### config.mk
export PLATFORM = sky130hd
export DESIGN_NAME = debug_data_receiver
export DESIGN_NICKNAME = d
export VERILOG_FILES = /design/src/rtl/debug_data_receiver.sv
export SDC_FILE = /design/constraint.sdc
export NUM_CORES = 1
export LEC_CHECK = 0
export ABC_AREA = 1
export ABC_CLOCK_PERIOD_IN_PS = 2080
export BUFFER_PORTS_ARGS = -buffer_cell sky130_fd_sc_hd__buf_2
export CORE_MARGIN = 8
export CORE_UTILIZATION = 50
export DETAILED_ROUTE_END_ITERATION = 8
export HOLD_SLACK_MARGIN = 0.1
export PLACE_DENSITY = 0.71
export RECOVER_POWER = 25
export SLEW_MARGIN = 25
export SYNTH_ARGS = -nofsm -noshare
export SYNTH_HDL_FRONTEND = slang
export SYNTH_SLANG_ARGS = --single-unit
### constraint.sdc
create_clock -name clk -period 2.08 [get_ports clk]
set_input_delay 0.104 -clock clk [delete_from_list [all_inputs] [get_ports clk]]
set_output_delay 0.104 -clock clk [all_outputs]
set_load 0.05 [all_outputs]
### src/rtl/debug_data_receiver.sv
// debug_data_receiver: captures LSB-first framed words from the debug serial
// link and presents them on a parallel port with a valid/ack handshake.
// Framing errors (short/long frames) and overruns are reported as sticky flags.
module debug_data_receiver #(
    parameter int WIDTH = 40
) (
    input  logic             clk,
    input  logic             rst_n,
    input  logic             sin,
    input  logic             frame,
    output logic [WIDTH-1:0] data_out,
    output logic             valid,
    input  logic             ack,
    output logic             busy,
    output logic             err_short,
    output logic             err_long,
    output logic             overrun,
    input  logic             clr_err
);

    localparam int CW = $clog2(WIDTH + 1);

    typedef enum logic [1:0] {
        ST_SYNC,
        ST_IDLE,
        ST_SHIFT,
        ST_TAIL
    } state_t;

    state_t           state_q, state_d;
    logic [WIDTH-1:0] sr_q, sr_d;
    logic [WIDTH-1:0] data_q, data_d;
    logic [CW-1:0]    count_q, count_d;
    logic             valid_q, valid_d;
    logic             err_short_q, err_short_d;
    logic             err_long_q, err_long_d;
    logic             overrun_q, overrun_d;

    logic [WIDTH-1:0] shifted;
    logic             capture;
    logic             set_short;
    logic             set_long;

    // New bits enter at the MSB so the first bit ends up at bit 0 after WIDTH shifts.
    assign shifted = {sin, sr_q[WIDTH-1:1]};

    // Framing state machine: tracks where we are inside a frame and decides capture/errors.
    always_comb begin
        state_d   = state_q;
        sr_d      = sr_q;
        count_d   = count_q;
        capture   = 1'b0;
        set_short = 1'b0;
        set_long  = 1'b0;
        unique case (state_q)
            // A frame already running at reset release is skipped entirely.
            ST_SYNC: begin
                if (!frame) begin
                    state_d = ST_IDLE;
                end
            end
            ST_IDLE: begin
                if (frame) begin
                    sr_d    = shifted;
                    count_d = CW'(1);
                    state_d = ST_SHIFT;
                end
            end
            ST_SHIFT: begin
                if (!frame) begin
                    // Partial word is dropped; the low frame sample is not a bit.
                    set_short = 1'b1;
                    count_d   = '0;
                    state_d   = ST_IDLE;
                end else begin
                    sr_d    = shifted;
                    count_d = count_q + CW'(1);
                    if (count_q == CW'(WIDTH - 1)) begin
                        capture = 1'b1;
                        state_d = ST_TAIL;
                    end
                end
            end
            ST_TAIL: begin
                if (frame) begin
                    set_long = 1'b1;
                end else begin
                    count_d = '0;
                    state_d = ST_IDLE;
                end
            end
            default: state_d = ST_SYNC;
        endcase
    end

    // Output side: handshake and sticky flags; a set condition beats clr_err.
    always_comb begin
        data_d      = data_q;
        valid_d     = valid_q;
        if (capture) begin
            data_d  = shifted;
            valid_d = 1'b1;
        end else if (ack) begin
            valid_d = 1'b0;
        end
        err_short_d = set_short | (err_short_q & ~clr_err);
        err_long_d  = set_long | (err_long_q & ~clr_err);
        overrun_d   = (capture & valid_q & ~ack) | (overrun_q & ~clr_err);
    end

    // State and output registers with asynchronous active-low reset.
    always_ff @(posedge clk or negedge rst_n) begin
        if (!rst_n) begin
            state_q     <= ST_SYNC;
            sr_q        <= '0;
            count_q     <= '0;
            data_q      <= '0;
            valid_q     <= 1'b0;
            err_short_q <= 1'b0;
            err_long_q  <= 1'b0;
            overrun_q   <= 1'b0;
        end else begin
            state_q     <= state_d;
            sr_q        <= sr_d;
            count_q     <= count_d;
            data_q      <= data_d;
            valid_q     <= valid_d;
            err_short_q <= err_short_d;
            err_long_q  <= err_long_d;
            overrun_q   <= overrun_d;
        end
    end

    assign data_out  = data_q;
    assign valid     = valid_q;
    assign busy      = (state_q == ST_SHIFT);
    assign err_short = err_short_q;
    assign err_long  = err_long_q;
    assign overrun   = overrun_q;

endmodule

After elaboration in Yosys (flattened, before gate mapping)
Cells that the tools add are included.

Add/sub/neg operators: 1. Multipliers: 0. Divide/modulo/power cells: 0. Order comparisons: 0. Eq/ne operators: 8. Shifts and indexed selects: 0. Muxes and demuxes: 18. Bitwise logic cells: 10. Reductions and logical operators: 8.

Operator list (number): $mux W6 (3); $pmux W6 S3 (1); $mux W1 (9); $mux W2 (4); $add A6 B1 Y6 const B (1); $eq A6 B6 Y1 const B (1); $ne A2 B2 Y1 const B (3); $pmux W2 S3 (1); $reduce_and A3 Y1 (2); $and A1 B1 Y1 (5); $eq A2 B2 Y1 const B (2); $reduce_or A2 Y1 (2); $ne A3 B2 Y1 const B (1); $or A1 B1 Y1 (3); $reduce_bool A3 Y1 (1); $eq A2 B1 Y1 const B (1); $logic_not A2 Y1 (1); $not A1 Y1 (2); $reduce_and A2 Y1 (1); $reduce_bool A2 Y1 (1).

Bits in registers: 92. Bits in latches: 0. RAM bits: 0. Bits in read-only memories: 0. Bits of input ports: 6. Output and inout port bits: 45. Logic and storage cells: 53. Memories: 0.

Depth between registers and ports, before layout
Depth after elaboration: 7. Gate-level depth with buffers: 8. Depth with buffers taken out: 8.

Worst setup path after synthesis
OpenSTA, ideal clock, no wires.

Path kind: flip-flop to flip-flop. Start point: reg state_q[0]. End point: reg data_q[23], in the netlist data_out[23]. Setup time: 0.120 ns. Arrival time: 1.711 ns. Data required time: 1.960 ns. Path slack: 0.249 ns. Cell stages (with the launch flop): 9. Path buffers: 1. Clock period less this slack: 1.831 ns. Cells stage by stage: dfrtp_1 inv_1 ha_1 nand2_1 inv_2 nand3_4 buf_6 nand2_1 o21ai_2.

Word-level cells in the longest chain between the ends: 2.

Ends and longest elaborated chain: start: declaration (RTL line 30) `state_t state_q, state_d;`; start signal: assignment (RTL line 123) `state_q <= state_d;`; $eq A2 B2 Y1; net busy (RTL line 14) `output logic busy,`; $mux W1 (RTL line 55) `unique case (state_q)`; end signal: assignment (RTL line 126) `data_q <= data_d;`; end: declaration (RTL line 32) `logic [WIDTH-1:0] data_q, data_d;`.

The timed path passes the listed nets, and every way through them passes these cells. A chain may end at the register's enable or synchronous reset.

Final worst setup path
Start point: reg state_q[0]. End point: reg data_q[28], in the netlist data_out[28].

Word-level cells in the longest chain between the ends: 2.

Ends and longest elaborated chain (RTL line): $eq A2 B2 Y1 (55); $mux W1 (55).

Every way passes these cells.

==> impl_metrics.csv <==
group,metric,value,unit
outcome,outcome,"complete, no violations",
clock_network,root_buffer,"clkbuf_8",
critical_path,endpoint_kind,"register",
global_route,grt_antenna_before_repair,0,
critical_path,r2r_start,"state_q[0]",
placed_design,io_buffers,50,
die,initial_core_util,50.50,%
die,die-area,10700,sq um
timing,report.final.setup_viol,0,
cells_and_area,area_growth,15.68,%
power,sequentialPowerShare,46.7,%
critical_path,critPathKind,"register to register",
yosys,async_flop_share,100.0,%
critical_path,r2r_cells,8,
timing,rsz0062_at_grt,"no",
placed_design,pre_cts_ws,0.2644,ns
clock_network,post_cts_buffers,0,
routing,wl_per_cell,12.43,microns
critical_path,startpoint,"state_q[0]",
cells_and_area,fin_nets,453,
yosys,synth-seq-cells,91,
power,p_sw,1.530,mW
yosys,seq_area_frac_synth,59.59,%
global_route,met1_usage,16.52,%
run,maxCapViolations,0,
die,die-height,103.4,microns
critical_path,regToRegSetupSlack,0.27,ns
global_route,grt_max_degree,79,
yosys,synth_top_area_share,59.59,%
power,p_total,4.519,mW
routing,via_per_inst,4.814,
critical_path,arrival,2.04,ns
power,p_sw_share,33.85,%
timing,finalSetupTns,0,ns
yosys,synth_warnings,0,
clock_network,cts_tree,"built",
global_route,grt_pass1_vias,2704,
cells_and_area,drive_gt1_share,26.91,%
power,p_per_area,1022,nW/um^2
die,placementRows,32,
yosys,yosysMostFrequentCell,"nand2_1",
global_route,busiest_layer,"met2",
cells_and_area,antenna_cells,0,
global_route,grt.overflow.total,0,
routing,drt_wl_total,6813,microns
clock_network,cts.sinks,91,
die,ioPinCount,51,
die,die_w,103.4,microns
power,p_leak,2.188,nW
routing,drc,0,
power,ir_drop,494.1,uV
cells_and_area,final_area,4420,sq um
timing,finalClockSkew,0.01050,ns
min_path,hold_path_class,"input pin to asynchronous set/reset pin",
routing,ant_nets,0,
clock_network,cts_buffers,9,
clock_network,cts.clk_slew.worst_paths,0.08,ns
yosys,syn_inst,385,
power,p_int,2.989,mW
timing,timing.slew.headroom,30.41,%
critical_path,cp-endpoint,"data_out[28]",
timing,worst_pin_slew,1.044,ns
yosys,synthTopCellsByCount,"108 x nand2_1, 91 x dfrtp_1, 55 x inv_1",
yosys,synth.area.top_cells,"dfrtp_1 60%, nand2_1 11%, o21ai_2 9.2%, o21ai_0 5.5%, inv_1 5.4%",
routing,first_pass_iters,6,
yosys,synth.cell_area,3821,sq um
power,power_frac_comb,25.9,%
timing,timing.final.ws_setup,0.2658,ns
timing,clock.fmax,551.2,MHz
die,core,7567,sq um
global_route,use_met2,24.11,%
timing,finalCritPeriodShare,87.22,%
clock_network,cts_buffer_depth,2,
global_route,grt.total_usage,14.28,%
critical_path,cp_max_fo,24,
timing,hold_viol_final,0,
clock_network,h-tree-depth,3,
yosys,synth_edf_count,0,
placed_design,hpwl,4781,microns
yosys,synthesis.nets,395,
clock_network,insertion_delay,0.34,ns
yosys,avgSynthCellArea,9.925,sq um
yosys,netlist-cell-type-count,24,
global_route,grt_pass1_wl,11930,microns
routing,drt_iter0_drc,108,
placed_design,dpl_cell_area,4185,sq um
critical_path,r2r_end,"data_out[28]",
routing,num_vias,2638,
timing,slew_viol_final,0,
critical_path,worst_ep_required_time,2.31,ns
power,clkPwrFrac,27.4,%
placed_design,gp_congestion,0.8474,
timing,hold_ws,0.4799,ns
critical_path,cp-start-kind,"register",
yosys,synth_flop_cell,"dfrtp_1",
yosys,synth_top_area_cell,"dfrtp_1",
global_route,use_met3,2.878,%
timing,min_period,1.814,ns
[registers in the layout (all words and copies together) (netlist names)]
signal	cells
overrun	1
err_short	1
sr_q	39
err_long	1
count_q	6
valid	1
data_out	40
state_q	2
[cell families (layout without fill, tap and decap cells)]
group / after synthesis / after routing / synth area share, %
AOI/OAI and AO/OA: 87 / 87 / 15.62
adders and majority gates: 4 / 4 / 1.310
and+or+nand+nor: 130 / 130 / 14.51
DFF: 91 / 91 / 59.59
buffers and inverters: 73 / 134 / 8.972
[how the worst min path moves through the flow]
stage                            start            to  slack (ns)  cells after the start
after floorplan                  rst_n    count_q[0]       -0.19                      0
after detailed placement         rst_n      sr_q[27]        0.14                      1
final                            rst_n      sr_q[27]        0.48                      2
after global placement           rst_n      sr_q[27]        0.13                      1
after CTS                        rst_n      sr_q[27]        0.30                      2
after global routing      data_out[35]  data_out[35]        0.51                      2
[through the flow]
stage               std cells  utilization [%]
floorplan                 385                -
global placement          529            55.31
detailed placement        529            55.31
CTS                       548            58.66
global route              548            58.42
finish                    548            58.42
[metal layers]
| layer | vias up | part of all wire (%) |
|---|---|---|
| met1 | 1249 | 44 |
| met4 | 0 | 2.0 |
| met3 | 9 | 4.4 |
| li1 | 1324 | - |
| met2 | 56 | 50 |
| met5 | - | 0 |
[cell usage in the layout (no fill, tap or decap), types with 4 or more instances in the layout]
cell             n
dlygate4sd3_1    5
dfrtp_1         91
ha_1             4
buf_2           49
clkbuf_8         9
o21ai_2         40
nor2_1           6
o21ai_0         42
nand3_1          4
nand4_1          5
nand2_1        107
inv_1           55
[power groups by stage]
stage | logic, mW | clock network (mW) | registers, mW
finish | 1.17 | 1.24 | 2.11
global route | 1.35 | 1.34 | 2.14
global placement | 1.15 | 0 | 2.13
CTS | 1.20 | 1.28 | 2.11
detailed placement | 1.19 | 0 | 2.14
floorplan | 0.862 | 0 | 2.17
[area by class of cell]
class	instances	area, sq um
Fill cell	682	3147
Sequential cell	91	2277
Multi-Input combinational cell	221	1204
Timing Repair Buffer	63	394.1
Inverter	57	214.0
Clock buffer	10	127.6
Tap cell	102	127.6
Clock inverter	4	76.32
[critical path, stage by stage (launching register included)]
cell and delay, ns:
dfrtp_1 0.42, inv_1 0.07, ha_1 0.22, nand2_1 0.12, inv_2 0.12, nand3_4 0.32, buf_4 0.31, nand2_1 0.08
o21ai_2 0.05
[repair_timing]
action	CTS	global route
resized for setup	0	0
hold endpoints to repair	47	0
hold buffers	5	0
Power figures use the tool's default switching activity.
